### src/rtl/bus_arbiter_if.sv
// Shared-bus arbitration signals between the two masters, the slaves and
// the arbiter. The arbiter connects through the master modport.
interface bus_arbiter_if #(
    parameter int SLAVE_LEN = 2,
    parameter int BURST_LEN = 12
);
    localparam int NSLV = 2 ** SLAVE_LEN;

    logic                 req_m1;
    logic                 req_m2;
    logic [SLAVE_LEN-1:0] slave_sel_m1;
    logic [SLAVE_LEN-1:0] slave_sel_m2;
    logic [BURST_LEN-1:0] burst_num_m1;
    logic [BURST_LEN-1:0] burst_num_m2;
    logic [NSLV-1:0]      slave_ready;
    logic                 beat_done;

    logic                 grant_m1;
    logic                 grant_m2;
    logic [SLAVE_LEN-1:0] slave_select;
    logic                 bus_busy;
    logic                 txn_done;
    logic                 timeout_err;

    modport master (
        input  req_m1,
        input  req_m2,
        input  slave_sel_m1,
        input  slave_sel_m2,
        input  burst_num_m1,
        input  burst_num_m2,
        input  slave_ready,
        input  beat_done,
        output grant_m1,
        output grant_m2,
        output slave_select,
        output bus_busy,
        output txn_done,
        output timeout_err
    );

    modport slave (
        output req_m1,
        output req_m2,
        output slave_sel_m1,
        output slave_sel_m2,
        output burst_num_m1,
        output burst_num_m2,
        output slave_ready,
        output beat_done,
        input  grant_m1,
        input  grant_m2,
        input  slave_select,
        input  bus_busy,
        input  txn_done,
        input  timeout_err
    );
endinterface

### src/rtl/bus_arbiter.sv
// Round-robin two-master bus arbiter with slave-ready wait, burst tracking,
// master abort and a watchdog on both the wait and the data phase.
module bus_arbiter #(
    parameter int SLAVE_LEN = 2,
    parameter int BURST_LEN = 12,
    parameter int TIMEOUT   = 16
) (
    input logic           clk,
    input logic           reset,
    bus_arbiter_if.master bus
);
    localparam int WDOG_W = $clog2(TIMEOUT + 1);
    localparam logic [WDOG_W-1:0] WDOG_LIM = WDOG_W'(TIMEOUT - 1);

    typedef enum logic [1:0] {
        IDLE,
        WAIT_SLAVE,
        OWN,
        RELEASE
    } state_t;

    typedef enum logic {
        M1 = 1'b0,
        M2 = 1'b1
    } master_t;

    state_t               state;
    master_t              owner;
    master_t              last_grant;
    logic [BURST_LEN-1:0] remaining;
    logic [WDOG_W-1:0]    wdog;

    logic                 grant_m1_q;
    logic                 grant_m2_q;
    logic [SLAVE_LEN-1:0] sel_q;
    logic                 busy_q;
    logic                 done_q;
    logic                 tout_q;

    logic                 any_req;
    logic                 pick_m2;
    logic                 owner_req;
    logic                 tgt_ready;
    logic                 wdog_exp;
    logic [BURST_LEN-1:0] burst_m1_eff;
    logic [BURST_LEN-1:0] burst_m2_eff;

    assign any_req = bus.req_m1 | bus.req_m2;

    // On a tie the master that did not own the bus last time wins.
    assign pick_m2 = bus.req_m2 &
                     (~bus.req_m1 | (last_grant == M1));

    assign owner_req = (owner == M1) ? bus.req_m1
                                     : bus.req_m2;
    assign tgt_ready = bus.slave_ready[sel_q];
    assign wdog_exp  = (wdog == WDOG_LIM);

    assign burst_m1_eff = (bus.burst_num_m1 == '0)
                        ? BURST_LEN'(1)
                        : bus.burst_num_m1;
    assign burst_m2_eff = (bus.burst_num_m2 == '0)
                        ? BURST_LEN'(1)
                        : bus.burst_num_m2;

    always_ff @(posedge clk) begin
        if (reset) begin
            state      <= IDLE;
            owner      <= M1;
            last_grant <= M2;
            remaining  <= '0;
            wdog       <= '0;
            grant_m1_q <= 1'b0;
            grant_m2_q <= 1'b0;
            sel_q      <= '0;
            busy_q     <= 1'b0;
            done_q     <= 1'b0;
            tout_q     <= 1'b0;
        end else begin
            done_q <= 1'b0;
            tout_q <= 1'b0;
            unique case (state)
                IDLE: begin
                    if (any_req) begin
                        owner  <= pick_m2 ? M2 : M1;
                        sel_q  <= pick_m2 ? bus.slave_sel_m2
                                          : bus.slave_sel_m1;
                        remaining <= pick_m2 ? burst_m2_eff
                                             : burst_m1_eff;
                        wdog   <= '0;
                        busy_q <= 1'b1;
                        state  <= WAIT_SLAVE;
                    end
                end
                WAIT_SLAVE: begin
                    if (!owner_req) begin
                        state <= RELEASE;
                    end else if (tgt_ready) begin
                        grant_m1_q <= (owner == M1);
                        grant_m2_q <= (owner == M2);
                        wdog       <= '0;
                        state      <= OWN;
                    end else if (wdog_exp) begin
                        tout_q <= 1'b1;
                        state  <= RELEASE;
                    end else begin
                        wdog <= wdog + WDOG_W'(1);
                    end
                end
                OWN: begin
                    // A dropped request wins over a same-cycle beat.
                    if (!owner_req) begin
                        grant_m1_q <= 1'b0;
                        grant_m2_q <= 1'b0;
                        state      <= RELEASE;
                    end else if (bus.beat_done) begin
                        remaining <= remaining - BURST_LEN'(1);
                        wdog      <= '0;
                        if (remaining == BURST_LEN'(1)) begin
                            done_q     <= 1'b1;
                            grant_m1_q <= 1'b0;
                            grant_m2_q <= 1'b0;
                            state      <= RELEASE;
                        end
                    end else if (wdog_exp) begin
                        tout_q     <= 1'b1;
                        grant_m1_q <= 1'b0;
                        grant_m2_q <= 1'b0;
                        state      <= RELEASE;
                    end else begin
                        wdog <= wdog + WDOG_W'(1);
                    end
                end
                RELEASE: begin
                    grant_m1_q <= 1'b0;
                    grant_m2_q <= 1'b0;
                    sel_q      <= '0;
                    busy_q     <= 1'b0;
                    wdog       <= '0;
                    remaining  <= '0;
                    last_grant <= owner;
                    state      <= IDLE;
                end
                default: begin
                    state <= IDLE;
                end
            endcase
        end
    end

    assign bus.grant_m1     = grant_m1_q;
    assign bus.grant_m2     = grant_m2_q;
    assign bus.slave_select = sel_q;
    assign bus.bus_busy     = busy_q;
    assign bus.txn_done     = done_q;
    assign bus.timeout_err  = tout_q;

    a_grant_excl: assert property (
        @(posedge clk) disable iff (reset)
        !(grant_m1_q && grant_m2_q)
    );

    a_pulse_excl: assert property (
        @(posedge clk) disable iff (reset)
        !(done_q && tout_q)
    );

    a_own_remaining: assert property (
        @(posedge clk) disable iff (reset)
        (state == OWN) |-> (remaining != '0)
    );
endmodule

### src/flat_wrapper.sv
// flat-port wrapper written by rule: the top's interface ports become plain ports
module bus_arbiter_flat 
#(
    parameter int SLAVE_LEN = 2,
    parameter int BURST_LEN = 12,
    parameter int TIMEOUT   = 16
)
  (clk, reset, bus_req_m1, bus_req_m2, bus_slave_sel_m1, bus_slave_sel_m2, bus_burst_num_m1, bus_burst_num_m2, bus_slave_ready, bus_beat_done, bus_grant_m1, bus_grant_m2, bus_slave_select, bus_bus_busy, bus_txn_done, bus_timeout_err);
  bus_arbiter_if #(.SLAVE_LEN(SLAVE_LEN), .BURST_LEN(BURST_LEN)) bus_i ();
  input logic clk;
  input logic reset;
  input wire logic [$bits(bus_i.req_m1)-1:0] bus_req_m1;
  input wire logic [$bits(bus_i.req_m2)-1:0] bus_req_m2;
  input wire logic [$bits(bus_i.slave_sel_m1)-1:0] bus_slave_sel_m1;
  input wire logic [$bits(bus_i.slave_sel_m2)-1:0] bus_slave_sel_m2;
  input wire logic [$bits(bus_i.burst_num_m1)-1:0] bus_burst_num_m1;
  input wire logic [$bits(bus_i.burst_num_m2)-1:0] bus_burst_num_m2;
  input wire logic [$bits(bus_i.slave_ready)-1:0] bus_slave_ready;
  input wire logic [$bits(bus_i.beat_done)-1:0] bus_beat_done;
  output wire logic [$bits(bus_i.grant_m1)-1:0] bus_grant_m1;
  output wire logic [$bits(bus_i.grant_m2)-1:0] bus_grant_m2;
  output wire logic [$bits(bus_i.slave_select)-1:0] bus_slave_select;
  output wire logic [$bits(bus_i.bus_busy)-1:0] bus_bus_busy;
  output wire logic [$bits(bus_i.txn_done)-1:0] bus_txn_done;
  output wire logic [$bits(bus_i.timeout_err)-1:0] bus_timeout_err;
  assign bus_i.req_m1 = bus_req_m1;
  assign bus_i.req_m2 = bus_req_m2;
  assign bus_i.slave_sel_m1 = bus_slave_sel_m1;
  assign bus_i.slave_sel_m2 = bus_slave_sel_m2;
  assign bus_i.burst_num_m1 = bus_burst_num_m1;
  assign bus_i.burst_num_m2 = bus_burst_num_m2;
  assign bus_i.slave_ready = bus_slave_ready;
  assign bus_i.beat_done = bus_beat_done;
  assign bus_grant_m1 = bus_i.grant_m1;
  assign bus_grant_m2 = bus_i.grant_m2;
  assign bus_slave_select = bus_i.slave_select;
  assign bus_bus_busy = bus_i.bus_busy;
  assign bus_txn_done = bus_i.txn_done;
  assign bus_timeout_err = bus_i.timeout_err;
  bus_arbiter #(.SLAVE_LEN(SLAVE_LEN), .BURST_LEN(BURST_LEN), .TIMEOUT(TIMEOUT)) u_core (.clk(clk), .reset(reset), .bus(bus_i));
endmodule
### config.mk
export PLATFORM = sky130hd
export DESIGN_NAME = bus_arbiter_flat
export DESIGN_NICKNAME = d
export VERILOG_FILES = /design/src/rtl/bus_arbiter_if.sv /design/src/rtl/bus_arbiter.sv /design/src/flat_wrapper.sv
export SDC_FILE = /design/constraint.sdc
export NUM_CORES = 1
export LEC_CHECK = 0
export ABC_AREA = 1
export BUFFER_PORTS_ARGS = -buffer_cell sky130_fd_sc_hd__buf_2
export CORE_MARGIN = 1.5
export CORE_UTILIZATION = 50
export CTS_BUF_LIST = sky130_fd_sc_hd__clkbuf_16
export DETAILED_ROUTE_END_ITERATION = 8
export GPL_TIMING_DRIVEN = 0
export PLACE_DENSITY = 0.83
export SLEW_MARGIN = 20
export SYNTH_ARGS = -nofsm -noshare
export SYNTH_HDL_FRONTEND = slang
export SYNTH_SLANG_ARGS = --single-unit
### constraint.sdc
create_clock -name clk -period 1.5 [get_ports clk]
set_input_delay 0.3 -clock clk [delete_from_list [all_inputs] [get_ports clk]]
set_output_delay 0.3 -clock clk [all_outputs]
set_load 0.005 [all_outputs]
# Word level (Yosys, flattened, before mapping)
# Index checks and enable logic that the tools add are counted.
# Widths: inputs -> output; s select.
dict set report classes {
  add_sub_neg 2
  order_cmp 1
  n_eq_ne 12
  muxes 48
  bitwise 9
  reduce_logical 13
}
# operator count
set ops {}
lappend ops {{$mux 12} 6}
lappend ops {{$pmux 12 s3} 1}
lappend ops {{$mux 5} 6}
lappend ops {{$logic_not 12->1} 2}
lappend ops {{$pmux 5 s4} 1}
lappend ops {{$mux 1} 18}
lappend ops {{$mux 2} 9}
lappend ops {{$eq 12x1->1 const B} 1}
lappend ops {{$sub 12x1->12 const B} 1}
lappend ops {{$ne 2x1->1 const B} 4}
lappend ops {{$ne 4x4->1 const B} 2}
lappend ops {{$pmux 2 s4} 1}
lappend ops {{$not 1->1} 6}
lappend ops {{$pmux 1 s3} 2}
lappend ops {{$reduce_and 2->1} 3}
lappend ops {{$reduce_bool 3->1} 2}
lappend ops {{$add 5x1->5 const B} 1}
lappend ops {{$eq 5x4->1 const B} 1}
lappend ops {{$reduce_and 5->1} 1}
lappend ops {{$eq 2x2->1 const B} 2}
lappend ops {{$pmux 1 s2} 2}
lappend ops {{$pmux 2 s2} 1}
lappend ops {{$reduce_and 4->1} 1}
lappend ops {{$reduce_or 4->1} 1}
lappend ops {{9 further kinds} 10}
dict set report totals {
  register_bits 28
  in_bits 37
  word_cells 96
}

# Longest topological paths before layout
# Gate-level depths: netlist of the first run.
dict set report logic_depth {
  depth_word 6
  depth_mapped 11
}

# Worst setup path after synthesis of the first run
# Ideal clock, no wire load.
dict set report synth_path {
  path_kind {flip-flop to flip-flop}
  from {reg u_core.state[0]}
  to {reg u_core.remaining[3]}
  arrival_time_ns 1.421
  required_ns 1.388
  setup_slack_ns -0.033
  stages_incl_launch_ff 12
  cell_sequence {dfxtp_1 inv_1 ha_1 inv_2 nor2_4 inv_2 nand4_4 inv_2 buf_12 nand2_2 o21ai_2 inv_1}
}
dict set report synth_via {
  elab_chain_cells 3
}
# element line_no
set synth_lines {}
lappend synth_lines {{start, declared} bus_arbiter.sv:27} ;# state_t state;
lappend synth_lines {{start signal, assigned} bus_arbiter.sv:68} ;# state <= IDLE;
lappend synth_lines {{start signal, assigned} bus_arbiter.sv:92} ;# state <= WAIT_SLAVE;
lappend synth_lines {{start signal, assigned} bus_arbiter.sv:97} ;# state <= RELEASE;
lappend synth_lines {{$eq 2x2->1 or $logic_not 2->1 (tied branches)} bus_arbiter.sv:82} ;# unique case (state)
lappend synth_lines {{$ne 2x2->1 (no line), or another cell as far along} n/a}
lappend synth_lines {{$reduce_and 4->1 (no line)} n/a}
lappend synth_lines {{end signal, assigned} bus_arbiter.sv:88} ;# remaining <= pick_m2 ? burst_m2_eff
lappend synth_lines {{end signal, assigned} bus_arbiter.sv:117} ;# remaining <= remaining - BURST_LEN'(1);
lappend synth_lines {{end, declared} bus_arbiter.sv:30} ;# logic [BURST_LEN-1:0] remaining;
# Several ways; a longest one is shown, not always the timed one.
# A chain may end at the register's enable or synchronous reset.

# Worst setup path in the final report of the first run
dict set report layout_path {
  from {reg u_core.state[0]}
  to {reg u_core.remaining[4]}
}
# The elaborated chain is that of the path after synthesis.

==> impl_table.tex, run 1 <==
\begin{tabular}{lr}
\hline
Metric & Value \\
\hline
\multicolumn{2}{l}{\textbf{STA}} \\
\quad Crit share post-route & 1.00 \\
\quad Worst Max-Slew Pin Slew & 521 ps \\
\quad Total Neg Setup Slack & -0.959 ps \\
\quad Clock tree skew after final layout & 6.82 ps \\
\quad Worst hold slack & around 310 ps \\
\quad Slew Viols, Final & 0 \\
\quad Final setup violation count & 1 \\
\quad Worst setup margin & -0.959 ps \\
\quad Achievable clock frequency & 0.666 GHz \\
\quad Final hold violation count & 0 \\
\quad Worst max-slew margin expressed relative to the limit & 0.652 \\
\quad Setup repair after global routing missed its margin & yes \\
\quad Shortest period the worst path allows & 1500 ps \\
\multicolumn{2}{l}{\textbf{Worst setup path}} \\
\quad WP data arrival & 1710 ps \\
\quad Cell breakdown of the critical path & inv\_4 -> ha\_4 -> nand3\_2 -> nand4\_4 -> buf\_4 -> a21oi\_1 -> o21ai\_1 -> inv\_1 \\
\quad Max FO, Critical Path & 4 \\
\quad CP bufs+invs & 3 \\
\quad Sort of element at the start of the critical path & register \\
\quad Kind of critical path & register to register \\
\quad Worst setup EP type & register \\
\quad Slowest cell on crit path & sky130\_fd\_sc\_hd\_\_dfxtp\_2 \\
\quad Data required, critical path & 1710 ps \\
\quad Delay of the slowest cell on the worst path & 370 ps \\
\quad Crit path max-delay family & flip-flops \\
\multicolumn{2}{l}{\textbf{Clock tree}} \\
\quad Worst skew pair latency & between 200 and 300 ps \\
\quad Number of clock sinks & 28 \\
\quad Cell chosen for the clock root & sky130\_fd\_sc\_hd\_\_clkbuf\_16 \\
\quad CTS HTree Levels & 1 \\
\quad Clock tree from TritonCTS & built \\
\quad Post-cts hold buffer count & 0 \\
\quad Clk buf depth & 2 \\
\quad Clock transition at the registers of the reported paths & 70 ps \\
\quad TritonCTS Buffers & 3 \\
\multicolumn{2}{l}{\textbf{Floorplanning}} \\
\quad Chip Width & a little under 70 um \\
\quad Initial standard-cell utilization of the core & 0.525 \\
\quad Placeable core region & just over 0.004 mm2 \\
\quad I/O pin cnt & 44 \\
\quad Area of the die & around 0.0046 mm2 \\
\quad Std cell rows & 23 \\
\quad Die outline height & about 70 um \\
\multicolumn{2}{l}{\textbf{Cells and area}} \\
\quad Antenna Diode Count & 0 \\
\quad Number of standard cells in the final layout excluding fillers & 438 \\
\quad \# nets final & 433 \\
\quad Share of layout cells above drive strength 1 & 0.322 \\
\quad Filler Cell Count & 342 \\
\quad Leading cell types in the layout, fill and taps excluded & 63 x sky130\_fd\_sc\_hd\_\_nand2\_1, 50 x sky130\_fd\_sc\_hd\_\_nor2\_1, 46 x sky130\_fd\_sc\_hd\_\_buf\_2, 35 x sky130\_fd\_sc\_hd\_\_inv\_1, 27 x sky130\_fd\_sc\_hd\_\_nand3\_1 \\
\quad Post-layout util & 0.667 \\
\quad Area Overhead vs Synth & 27.2\% \\
\quad Leading cell type in the layout, fill and taps excluded & sky130\_fd\_sc\_hd\_\_nand2\_1 \\
\quad Post-layout instance area & 0.00269 mm2 \\
\multicolumn{2}{l}{\textbf{Drt}} \\
\quad Initial DRT Pass Iterations & 5 \\
\quad Vias after detailed routing & 2,407 \\
\quad Routed length per placed instance & between 10 and 15 um \\
\quad Post-detailed-route count of antenna-violating nets & 0 \\
\quad Total wire length after detailed routing & 5700 um \\
\quad Number of DRC violations after detailed routing & 0 \\
\quad Number of DRC markers after the initial detailed-route iteration & around 150 \\
\quad Vias per cell & between 5 and 6 \\
\multicolumn{2}{l}{\textbf{Worst hold path}} \\
\quad Hold/Removal Path Class & primary input to register \\
\multicolumn{2}{l}{\textbf{Logic synthesis}} \\
\quad Unique cell type count in the Yosys netlist & 34 \\
\quad Mean cell area of the mapped netlist & 6.35 um2 \\
\quad Register area share after synthesis & 0.265 \\
\quad Number of instances in the synthesized netlist & 333 \\
\quad Number of synthesis warnings & 0 \\
\quad Flops \& latches, synth & 28 \\
\quad Net count after synthesis & between 300 and 400 \\
\quad Cell area after synthesis & 0.00211 mm2 \\
\multicolumn{2}{l}{\textbf{Placed design}} \\
\quad Post-Place Cells & $\sim$430 \\
\quad Half-perimeter wire length of the detailed placement result & 3950 um \\
\quad Area post-placement & $\sim$0.0024 mm2 \\
\quad Placer's final routability congestion estimate & $\sim$0.97 \\
\quad Port Buffers & 43 \\
\quad Post-Place Setup Slack & -163 ps \\
\multicolumn{2}{l}{\textbf{Global route}} \\
\quad Final global-route overflow total & 0 \\
\quad Antenna violations before repair & 0 \\
\quad Global routing usage summed across all routing layers & 0.240 \\
\quad Pin count of the biggest net entering global routing & 17 \\
\quad Via count of the first global-routing pass & 1,982 \\
\quad Global-route wire length before repair & 8560 um \\
\multicolumn{2}{l}{\textbf{Power}} \\
\quad Switching component of the power & 1.25 mW \\
\quad Cell-internal power & just under 2 mW \\
\quad Power density relative to cell area & 1200 mW/mm2 \\
\quad Final total power & 3.22 mW \\
\quad Proportion of power drawn by the clock network & 0.249 \\
\quad Comb power frac & 0.446 \\
\quad Switching part of the total power & 0.389 \\
\quad Sequential share of power & 0.306 \\
\quad Lkg Pwr & $\sim$1.3 nW \\
\quad Largest vdd supply drop & 543 uV \\
\multicolumn{2}{l}{\textbf{Run status}} \\
\quad Failing checks & setup timing \\
\quad Run status & finished with violations \\
\multicolumn{2}{l}{\textbf{Job}} \\
\quad Maximum capacitance violations & 0 \\
\hline
\end{tabular}
[power groups by stage]
stage          registers, mW  clock network, mW  logic [mW]
3_5_place_dp           0.989                  0        1.20
3_3_place_gp           0.985                  0        1.17
5_1_grt                 1.00              0.830        1.59
2_1_floorplan          0.973                  0       0.924
4_1_cts                0.977              0.812        1.24
6_report               0.985              0.802        1.44
[layer usage]
| layer | part of all wire | global-route usage | vias up |
|---|---|---|---|
| met1 | 0.42 | 0.302 | 1063 |
| met4 | 0.033 | 0.0775 | 0 |
| li1 | - | - | 1194 |
| met5 | 0 | 0 | - |
| met3 | 0.073 | 0.0329 | 24 |
| met2 | 0.47 | 0.420 | 126 |
[flip-flops by register name (all words and copies together) (netlist names)]
name                     flops
u_core.bus.bus_busy          1
u_core.bus.grant_m1          1
u_core.last_grant            1
u_core.wdog                  5
u_core.bus.slave_select      2
u_core.bus.txn_done          1
u_core.remaining            12
u_core.state                 2
u_core.bus.grant_m2          1
u_core.owner                 1
u_core.bus.timeout_err       1
[cells in the mapped netlist]
cell                        n  share of area
sky130_fd_sc_hd__nand2_1   64           0.11
sky130_fd_sc_hd__nor2_1    54          0.096
sky130_fd_sc_hd__inv_1     38          0.067
sky130_fd_sc_hd__nand3_1   29          0.069
sky130_fd_sc_hd__dfxtp_1   28           0.27
sky130_fd_sc_hd__a21oi_1   21          0.050
sky130_fd_sc_hd__o21ai_0   21          0.050
sky130_fd_sc_hd__inv_2      9          0.016
sky130_fd_sc_hd__o21ai_2    8          0.033
sky130_fd_sc_hd__a21oi_2    7          0.029
sky130_fd_sc_hd__ha_1       7          0.041
sky130_fd_sc_hd__nand2_2    7          0.021
sky130_fd_sc_hd__nand4_1    7          0.021
sky130_fd_sc_hd__nor3_1     5          0.012
sky130_fd_sc_hd__buf_2      3         0.0071
sky130_fd_sc_hd__nor2_4     3          0.016
sky130_fd_sc_hd__buf_4      2         0.0071
sky130_fd_sc_hd__nand3_2    2         0.0095
sky130_fd_sc_hd__nor2_2     2         0.0059
sky130_fd_sc_hd__o21ai_1    2         0.0047
sky130_fd_sc_hd__buf_12     1         0.0095
sky130_fd_sc_hd__buf_6      1         0.0053
sky130_fd_sc_hd__clkbuf_1   1         0.0018
sky130_fd_sc_hd__nand3b_1   1         0.0036
sky130_fd_sc_hd__nand4_2    1         0.0059
sky130_fd_sc_hd__nand4_4    1          0.010
sky130_fd_sc_hd__nor3_2     1         0.0047
sky130_fd_sc_hd__nor4_1     1         0.0030
sky130_fd_sc_hd__o211ai_1   1         0.0036
sky130_fd_sc_hd__o211ai_2   1         0.0059
sky130_fd_sc_hd__o21bai_1   1         0.0036
sky130_fd_sc_hd__o22ai_1    1         0.0030
sky130_fd_sc_hd__or2_2      1         0.0030
sky130_fd_sc_hd__xnor2_1    1         0.0041
[cell families (layout without fill, tap and decap cells)]
kind of cell	Yosys count	after routing	synth area share
xor gates and xnor gates	1	1	0.00414
adders and majority gates	7	7	0.0414
DFF	28	28	0.265
buffers and inverters	55	110	0.114
AOI/OAI and AO/OA	63	63	0.182
and+or+nand+nor	179	179	0.393
[final timing paths]
path,cells past startpoint,slack (ps),endpoint,start
worst max-delay path,8,-1,u_core.remaining[4]$_SDFFE_PP0P_,u_core.state[0]$_SDFFE_PP0P_
worst max register to register,8,-1,u_core.remaining[4]$_SDFFE_PP0P_,u_core.state[0]$_SDFFE_PP0P_
worst min-delay path,2,310,u_core.bus.txn_done$_SDFF_PP0_,reset
worst min register to register,2,480,u_core.wdog[4]$_SDFFE_PP0P_,u_core.wdog[4]$_SDFFE_PP0P_
[cell type report]
| class | instances | area [um2] | share of cell area |
|---|---|---|---|
| buffer | 8 | 76.3 | 0.0284 |
| clock buffer | 3 | 75.1 | 0.0279 |
| clock inverter | 1 | 30.0 | 0.0112 |
| inverter | 47 | 184 | 0.0684 |
| multi-input combinational | 250 | 1400 | 0.521 |
| sequential | 28 | 567 | 0.211 |
| tap | 50 | 62.6 | 0.0233 |
| timing repair buffer | 51 | 293 | 0.109 |
[repair_timing]
action / 4_1_cts / 5_1_grt
pin swaps: 0 / 3
gates resized for setup: 12 / 22
cloned: 0 / 1
setup buffers: 1 / 6
endpoints found under the setup margin: 19 / 21
Power figures use the tool's default switching activity.
==> run 2: changes to the inputs <==
--- a/config.mk
+++ b/config.mk
@@ -5,14 +5,14 @@
 export SDC_FILE = /design/constraint.sdc
 export NUM_CORES = 1
 export LEC_CHECK = 0
-export ABC_AREA = 1
 export BUFFER_PORTS_ARGS = -buffer_cell sky130_fd_sc_hd__buf_2
 export CORE_MARGIN = 1.5
-export CORE_UTILIZATION = 50
+export CORE_UTILIZATION = 48
 export CTS_BUF_LIST = sky130_fd_sc_hd__clkbuf_16
 export DETAILED_ROUTE_END_ITERATION = 8
+export GPL_ROUTABILITY_DRIVEN = 1
 export GPL_TIMING_DRIVEN = 0
-export PLACE_DENSITY = 0.83
+export PLACE_DENSITY = 0.81
 export SLEW_MARGIN = 20
 export SYNTH_ARGS = -nofsm -noshare
 export SYNTH_HDL_FRONTEND = slang
==> run 2 against run 1 <==
- the flow still finishes with violations (setup timing)
- synthesized cell count down 29%
- die area down 7.0%
- core utilization up 5.8 points
- clock-buffer cell count unchanged
- global-route usage up 1.8 points
- worst setup slack worse by 400 ps
- critical path type unchanged
- critical endpoint is now u_core.bus.grant_m1$_SDFFE_PP0P_
- largest power group unchanged
- highest routed layer unchanged
==> impl_table.tex, run 2 <==
\begin{tabular}{lr}
\hline
Metric & Value \\
\hline
\multicolumn{2}{l}{\textbf{Drt}} \\
\quad Length of routed met2 wiring & 3100 um \\
\quad Initial DRT Pass Iterations & 6 \\
\quad Wl on met1 & approximately 2800 um \\
\quad Met3 Routed Length & 676 um \\
\quad Post-detailed-route count of antenna-violating nets & 0 \\
\quad Number of DRC markers after the initial detailed-route iteration & 324 \\
\quad Vias per cell & slightly below 7 \\
\quad Highest routing layer actually used & met4 \\
\quad Vias after detailed routing & 2,332 \\
\quad Number of DRC violations after detailed routing & 0 \\
\quad Total wire length after detailed routing & 6850 um \\
\quad Routed length per placed instance & approximately 20 um \\
\multicolumn{2}{l}{\textbf{Clock tree}} \\
\quad Clock tree from TritonCTS & built \\
\quad CTS HTree Levels & 1 \\
\quad TritonCTS Buffers & 3 \\
\quad Number of clock sinks & 28 \\
\quad Worst skew pair latency & 270 ps \\
\quad Clock transition at the registers of the reported paths & 70 ps \\
\quad Post-cts hold buffer count & 0 \\
\quad Cell chosen for the clock root & sky130\_fd\_sc\_hd\_\_clkbuf\_16 \\
\quad Clk buf depth & 2 \\
\multicolumn{2}{l}{\textbf{STA}} \\
\quad Clock tree skew after final layout & 8.78 ps \\
\quad Worst setup margin & -402 ps \\
\quad Worst Max-Slew Pin Slew & 596 ps \\
\quad Crit share post-route & 1.27 \\
\quad Final setup violation count & 22 \\
\quad Shortest period the worst path allows & 1900 ps \\
\quad Setup repair after global routing missed its margin & yes \\
\quad Worst max-slew margin expressed relative to the limit & 0.603 \\
\quad Achievable clock frequency & 0.526 GHz \\
\quad Final hold violation count & 0 \\
\quad Slew Viols, Final & 0 \\
\multicolumn{2}{l}{\textbf{Global route}} \\
\quad Global routing usage summed across all routing layers & 0.258 \\
\quad Antenna violations before repair & 0 \\
\quad Pin count of the biggest net entering global routing & 16 \\
\quad Via count of the first global-routing pass & about 1,900 \\
\quad Global-route wire length before repair & 8740 um \\
\quad Final global-route overflow total & 0 \\
\multicolumn{2}{l}{\textbf{Cells and area}} \\
\quad Antenna Diode Count & 0 \\
\quad Flip-flop count of the largest register after layout & 12 \\
\quad Leading cell types in the layout, fill and taps excluded & 45 x sky130\_fd\_sc\_hd\_\_buf\_2, 20 x sky130\_fd\_sc\_hd\_\_nor2\_1, 19 x sky130\_fd\_sc\_hd\_\_dfxtp\_1, 18 x sky130\_fd\_sc\_hd\_\_nand2\_1, 17 x sky130\_fd\_sc\_hd\_\_a21oi\_1 \\
\quad Share of layout cells above drive strength 1 & 0.440 \\
\quad Area Overhead vs Synth & 43.4\% \\
\quad Number of standard cells in the final layout excluding fillers & $\sim$350 \\
\quad Leading cell type in the layout, fill and taps excluded & sky130\_fd\_sc\_hd\_\_buf\_2 \\
\quad Filler Cell Count & between 200 and 300 \\
\quad Registers with the highest flip-flop counts & u\_core.remaining (12), u\_core.wdog (5) \\
\quad Register containing the most flip-flops in the final layout & u\_core.remaining \\
\quad \# nets final & 343 \\
\multicolumn{2}{l}{\textbf{Logic synthesis}} \\
\quad Register area share after synthesis & 0.298 \\
\quad Most instantiated library cell after synthesis & sky130\_fd\_sc\_hd\_\_dfxtp\_1 \\
\quad Cell area after synthesis & 0.00188 mm2 \\
\quad Number of instances in the synthesized netlist & 237 \\
\quad Mean cell area of the mapped netlist & 7.93 um2 \\
\quad Area contributors post-synth & sky130\_fd\_sc\_hd\_\_dfxtp\_1 30\%, sky130\_fd\_sc\_hd\_\_mux2i\_1 8.0\%, sky130\_fd\_sc\_hd\_\_a21oi\_1 6.4\% \\
\quad Library cell occupying the most area in the post-synthesis netlist & sky130\_fd\_sc\_hd\_\_dfxtp\_1 \\
\quad Share of async-settable or async-resettable flops after synthesis & 0 \\
\quad EDFF count, synth & 0 \\
\quad Area share of the leading cell type in the synthesized netlist & 0.298 \\
\quad Ranking of synthesized cells by instance count & 28 x sky130\_fd\_sc\_hd\_\_dfxtp\_1, 24 x sky130\_fd\_sc\_hd\_\_a21oi\_1, 21 x sky130\_fd\_sc\_hd\_\_nor2\_1 \\
\quad Flops \& latches, synth & 28 \\
\quad Net count after synthesis & 281 \\
\quad Unique cell type count in the Yosys netlist & 49 \\
\quad Ys flop type & sky130\_fd\_sc\_hd\_\_dfxtp\_1 \\
\quad Number of synthesis warnings & 0 \\
\multicolumn{2}{l}{\textbf{Power}} \\
\quad Power density relative to cell area & 1080 mW/mm2 \\
\quad Comb power frac & 0.442 \\
\quad Switching component of the power & 1.13 mW \\
\quad Largest vdd supply drop & between 600 and 700 uV \\
\quad Switching part of the total power & 0.387 \\
\quad Sequential share of power & 0.342 \\
\quad Lkg Pwr & 1.04 nW \\
\quad Proportion of power drawn by the clock network & 0.216 \\
\quad Cell-internal power & around 1.8 mW \\
\multicolumn{2}{l}{\textbf{Worst setup path}} \\
\quad Max FO, Critical Path & 4 \\
\quad Data required, critical path & approximately 1700 ps \\
\quad Worst setup EP type & register \\
\quad WP data arrival & 2100 ps \\
\quad Kind of critical path & register to register \\
\quad Register-to-register path setup slack & -400 ps \\
\quad Sort of element at the start of the critical path & register \\
\multicolumn{2}{l}{\textbf{Floorplanning}} \\
\quad Std cell rows & 22 \\
\quad Placeable core region & 0.00372 mm2 \\
\quad Area of the die & 0.00430 mm2 \\
\quad Initial standard-cell utilization of the core & 0.506 \\
\quad I/O pin cnt & 44 \\
\quad Chip Width & between 60 and 70 um \\
\quad Die outline height & 65.6 um \\
\multicolumn{2}{l}{\textbf{Placed design}} \\
\quad Half-perimeter wire length of the detailed placement result & $\sim$3600 um \\
\quad Post-Place Cells & 328 \\
\quad Port Buffers & 43 \\
\quad Post-Place Setup Slack & -323 ps \\
\quad Placer's final routability congestion estimate & between 0.8 and 0.9 \\
\multicolumn{2}{l}{\textbf{Run status}} \\
\quad Run status & finished with violations \\
\quad Failing checks & setup timing \\
\multicolumn{2}{l}{\textbf{Job}} \\
\quad Maximum capacitance violations & 0 \\
\multicolumn{2}{l}{\textbf{Worst hold path}} \\
\quad Hold/Removal Path Class & primary input to register \\
\hline
\end{tabular}
run 2: worst paths after layout:
check	start	endpoint	cells after the start
setup reg to reg	u_core.state[1]$_SDFFE_PP0P_	u_core.bus.grant_m1$_SDFFE_PP0P_	7
setup / recovery	u_core.state[1]$_SDFFE_PP0P_	u_core.bus.grant_m1$_SDFFE_PP0P_	7
hold reg to reg	u_core.wdog[4]$_SDFFE_PP0P_	u_core.wdog[4]$_SDFFE_PP0P_	2
hold / removal	reset	u_core.wdog[1]$_SDFFE_PP0P_	3
run 2: kinds of logic after synthesis:
group	share of synthesized area
compound gates	0.262
fa+ha+maj	0.0466
buf+inv	0.0506
flops	0.298
mux	0.0978
simple gates	0.245
run 2: power by group through the flow:
stage	Combinational (mW)	Clock, mW	Sequential (mW)
after floorplan	0.618	0	0.927
after global placement	0.824	0	0.943
after detailed placement	0.834	0	0.944
after CTS	0.996	0.615	0.943
after global routing	1.35	0.654	0.999
final	1.29	0.630	0.994
run 2: repair_timing:
item | 4_1_cts | 5_1_grt
cloned | 0 | 1
resized for setup | 43 | 41
pin swaps | 15 | 27
endpoints found under the setup margin | 20 | 24
hold endpoints to repair | 0 | 0
setup buffers | 11 | 3
run 2: per-stage QoR:
step	total power [mW]	hold WS [ps]	setup TNS [ps]	area, um2	util
floorplan	1.55	422	-1610	1930	-
global route	3.01	348	-6180	2700	0.726
global placement	1.77	430	-4850	2200	0.593
finish	2.91	341	-5040	2700	0.726
CTS	2.55	340	-3040	2500	0.672
detailed placement	1.78	436	-5030	2200	0.593
run 2: layer usage:
metal / global-route usage / vias up
met5: 0 / -
met4: 0.0547 / 0
met3: 0.0462 / 48
met2: 0.438 / 197
met1: 0.343 / 1070
li1: - / 1017
run 2: cell type report:
type	instances	area, um2	area share
Tap cell	48	60.1	0.0223
Inverter	9	41.3	0.0153
Sequential cell	28	582	0.216
Multi-Input combinational cell	189	1490	0.551
Clock buffer	3	75.1	0.0278
Timing Repair Buffer	57	349	0.129
Buffer	11	98.8	0.0367
Clock inverter	1	3.75	0.00139
run 2: critical path: stages (launching register included):
cell and delay [ps]:
sky130_fd_sc_hd__dfxtp_4 390, sky130_fd_sc_hd__inv_4 50, sky130_fd_sc_hd__ha_4 160, sky130_fd_sc_hd__and2_4 150, sky130_fd_sc_hd__a22o_1 250, sky130_fd_sc_hd__nand3b_1 220, sky130_fd_sc_hd__or4_1 460, sky130_fd_sc_hd__a21oi_2 150
==> run 3: changes to the inputs <==
--- a/config.mk
+++ b/config.mk
@@ -6,13 +6,13 @@
 export NUM_CORES = 1
 export LEC_CHECK = 0
 export BUFFER_PORTS_ARGS = -buffer_cell sky130_fd_sc_hd__buf_2
-export CORE_MARGIN = 1.5
+export CORE_MARGIN = 5
 export CORE_UTILIZATION = 48
 export CTS_BUF_LIST = sky130_fd_sc_hd__clkbuf_16
 export DETAILED_ROUTE_END_ITERATION = 8
 export GPL_ROUTABILITY_DRIVEN = 1
 export GPL_TIMING_DRIVEN = 0
-export PLACE_DENSITY = 0.81
+export PLACE_DENSITY = 0.8
 export SLEW_MARGIN = 20
 export SYNTH_ARGS = -nofsm -noshare
 export SYNTH_HDL_FRONTEND = slang
==> run 3 against run 2 <==
- core utilization is 0.13 points higher
- worst setup slack gained 81 ps
- the flow still finishes with violations (setup timing)
- combinational power fell by 4%
- maximum frequency increased by 4.4%
- final cell count stayed put
- clock skew down 1.6 ps
- sequential power decreased by 2.2%
- die area grew 22%
- sequential share of layout area is essentially flat
- non-clock buffer count unchanged
==> impl_table.tex, run 3 (synthesis results as in run 2) <==
\begin{tabular}{lr}
\hline
Metric & Value \\
\hline
\multicolumn{2}{l}{\textbf{Drt}} \\
\quad Total wire length after detailed routing & $\sim$6700 um \\
\quad Vias after detailed routing & 2,242 \\
\quad Initial DRT Pass Iterations & 5 \\
\quad Vias per cell & $\sim$6.5 \\
\quad Post-detailed-route count of antenna-violating nets & 0 \\
\quad Routed length per placed instance & 19.2 um \\
\quad Number of DRC violations after detailed routing & 0 \\
\quad Number of DRC markers after the initial detailed-route iteration & $\sim$260 \\
\multicolumn{2}{l}{\textbf{Worst setup path}} \\
\quad Worst reg2reg endpoint & u\_core.bus.grant\_m1\$\_SDFFE\_PP0P\_ \\
\quad Register-to-register path setup slack & -320 ps \\
\quad Max FO, Critical Path & 4 \\
\quad WP data arrival & 2030 ps \\
\quad Data required, critical path & 1710 ps \\
\quad Worst R2R Start & u\_core.state[1]\$\_SDFFE\_PP0P\_ \\
\quad Worst setup EP type & register \\
\quad Reg2Reg Depth & 7 \\
\quad Sort of element at the start of the critical path & register \\
\quad Kind of critical path & register to register \\
\multicolumn{2}{l}{\textbf{STA}} \\
\quad Shortest period the worst path allows & 1820 ps \\
\quad Setup repair after global routing missed its margin & yes \\
\quad Crit share post-route & 1.21 \\
\quad Final setup violation count & 21 \\
\quad Achievable clock frequency & roughly 0.55 GHz \\
\quad Final hold violation count & 0 \\
\quad Clock tree skew after final layout & about 7.2 ps \\
\quad Worst setup margin & -321 ps \\
\quad Slew Viols, Final & 0 \\
\quad Worst max-slew margin expressed relative to the limit & 0.588 \\
\quad Worst Max-Slew Pin Slew & about 620 ps \\
\quad Worst hold slack & 320 ps \\
\multicolumn{2}{l}{\textbf{Floorplanning}} \\
\quad Std cell rows & 22 \\
\quad I/O pin cnt & 44 \\
\quad Area of the die & 0.00527 mm2 \\
\quad Chip Width & 72.6 um \\
\quad Initial standard-cell utilization of the core & 0.506 \\
\quad Placeable core region & 0.00372 mm2 \\
\quad Die outline height & 72.6 um \\
\multicolumn{2}{l}{\textbf{Job}} \\
\quad Maximum capacitance violations & 0 \\
\multicolumn{2}{l}{\textbf{Cells and area}} \\
\quad Antenna Diode Count & 0 \\
\quad \# nets final & 343 \\
\quad Post-layout util & 0.727 \\
\quad Sequential cell area & 582 um2 \\
\quad Leading cell type in the layout, fill and taps excluded & sky130\_fd\_sc\_hd\_\_buf\_2 \\
\quad Filler Cell Count & 253 \\
\quad Flip-flop count of the largest register after layout & 12 \\
\quad Registers with the highest flip-flop counts & u\_core.remaining (12), u\_core.wdog (5) \\
\quad Share of layout cells above drive strength 1 & 0.463 \\
\quad Leading cell types in the layout, fill and taps excluded & 44 x sky130\_fd\_sc\_hd\_\_buf\_2, 19 x sky130\_fd\_sc\_hd\_\_nand2\_1, 18 x sky130\_fd\_sc\_hd\_\_nor2\_1, 17 x sky130\_fd\_sc\_hd\_\_dfxtp\_1, 16 x sky130\_fd\_sc\_hd\_\_a21oi\_1 \\
\quad Multi-input combinational cell area & between 0.001 and 0.0015 mm2 \\
\quad Register containing the most flip-flops in the final layout & u\_core.remaining \\
\quad Area Overhead vs Synth & 43.6\% \\
\multicolumn{2}{l}{\textbf{Clock tree}} \\
\quad Clock tree from TritonCTS & built \\
\quad Post-cts hold buffer count & 0 \\
\quad CTS HTree Levels & 1 \\
\quad Clk buf depth & 2 \\
\quad Clock transition at the registers of the reported paths & approximately 80 ps \\
\quad TritonCTS Buffers & 3 \\
\quad Cell chosen for the clock root & sky130\_fd\_sc\_hd\_\_clkbuf\_16 \\
\quad Number of clock sinks & 28 \\
\quad Worst skew pair latency & 270 ps \\
\multicolumn{2}{l}{\textbf{Global route}} \\
\quad Pin count of the biggest net entering global routing & 17 \\
\quad Final global-route overflow total & 0 \\
\quad Antenna violations before repair & 0 \\
\quad Global-route wire length before repair & $\sim$9500 um \\
\quad Global routing usage summed across all routing layers & 0.221 \\
\quad Via count of the first global-routing pass & 2,083 \\
\multicolumn{2}{l}{\textbf{Run status}} \\
\quad Failing checks & setup timing \\
\quad Run status & finished with violations \\
\multicolumn{2}{l}{\textbf{Power}} \\
\quad Power density relative to cell area & between 1000 and 1500 mW/mm2 \\
\quad Lkg Pwr & 1.04 nW \\
\quad Largest vdd supply drop & 525 uV \\
\quad Final total power & 3.03 mW \\
\multicolumn{2}{l}{\textbf{Placed design}} \\
\quad Half-perimeter wire length of the detailed placement result & around 3800 um \\
\quad Placer's final routability congestion estimate & $\sim$0.89 \\
\quad Post-Place Setup Slack & -338 ps \\
\quad Port Buffers & 43 \\
\multicolumn{2}{l}{\textbf{Worst hold path}} \\
\quad Min-Delay Startpoint & reset \\
\quad Hold path depth & 3 \\
\quad Hold/Removal Path Class & primary input to register \\
\quad Sink of the worst hold path & u\_core.wdog[0]\$\_SDFFE\_PP0P\_ \\
\hline
\end{tabular}
[run 3: cell types whose count changed in the layout (fill, tap and decap cells not counted), moves of 2 or more]
cell	before	now
sky130_fd_sc_hd__dfxtp_1	19	17
sky130_fd_sc_hd__buf_4	11	14
sky130_fd_sc_hd__o21ai_2	10	8
sky130_fd_sc_hd__dfxtp_2	5	8
sky130_fd_sc_hd__buf_6	5	8
sky130_fd_sc_hd__clkbuf_8	2	0
sky130_fd_sc_hd__nor4_4	3	1
sky130_fd_sc_hd__nor2_1	20	18
sky130_fd_sc_hd__o21ai_4	0	2
sky130_fd_sc_hd__nor2_2	0	2
[run 3: how the worst max path moves through the flow]
stage / start / to / slack [ps] / cells after the start
floorplan: u_core.state[1]$_SDFFE_PP0P_ / u_core.bus.grant_m1$_SDFFE_PP0P_ / -200 / 7
global placement: u_core.remaining[6]$_SDFFE_PP0P_ / u_core.bus.grant_m2$_SDFFE_PP0P_ / -340 / 5
detailed placement: u_core.remaining[6]$_SDFFE_PP0P_ / u_core.bus.grant_m2$_SDFFE_PP0P_ / -340 / 5
CTS: u_core.state[1]$_SDFFE_PP0P_ / u_core.bus.grant_m2$_SDFFE_PP0P_ / -280 / 7
global route: u_core.state[1]$_SDFFE_PP0P_ / u_core.bus.grant_m1$_SDFFE_PP0P_ / -380 / 7
finish: u_core.state[1]$_SDFFE_PP0P_ / u_core.bus.grant_m1$_SDFFE_PP0P_ / -320 / 7
[run 3: per-layer routing]
metal	global-route usage	up-vias	part of all wire
met1	0.286	1015	0.39
met5	0	-	0
li1	-	1015	-
met2	0.379	175	0.46
met4	0.0615	0	0.041
met3	0.0344	37	0.10
[run 3: what timing repair did]
| action | in CTS | in global routing |
|---|---|---|
| gates cloned | 1 | 0 |
| setup endpoints to repair | 21 | 23 |
| gates resized for setup | 47 | 50 |
| setup buffers | 9 | 6 |
| pin swaps | 25 | 16 |
[run 3: stage by stage]
step | instances | TNS [ps] | cell area [um2]
global route | 346 | -5650 | 2700
CTS | 342 | -3500 | 2510
detailed placement | 328 | -5130 | 2200
global placement | 328 | -4850 | 2200
floorplan | 237 | -1610 | 1930
finish | 346 | -4330 | 2700
[run 3: layout make-up]
class	instances	area share
multi-input cells	189	0.550
well taps	48	0.0222
repair buffers	58	0.127
flip-flops and latches	28	0.215
clock buffers	3	0.0278
clock inverters	1	0.0111
inverters	9	0.0162
plain buffers	10	0.0301
[run 3: worst max-delay path, cell delays in order (launching register included)]
cell,delay (ps)
sky130_fd_sc_hd__dfxtp_4,390
sky130_fd_sc_hd__inv_4,50
sky130_fd_sc_hd__ha_4,150
sky130_fd_sc_hd__and2_4,140
sky130_fd_sc_hd__a22o_1,250
sky130_fd_sc_hd__nand3b_1,220
sky130_fd_sc_hd__or4_1,430
sky130_fd_sc_hd__a21oi_1,130
[run 3: power breakdown]
group / leakage (nW) / switching (mW) / internal [mW]
Clock: 0.0511 / 0.287 / 0.533
Sequential: 0.235 / 0.131 / 0.840
Combinational: 0.751 / 0.686 / 0.555
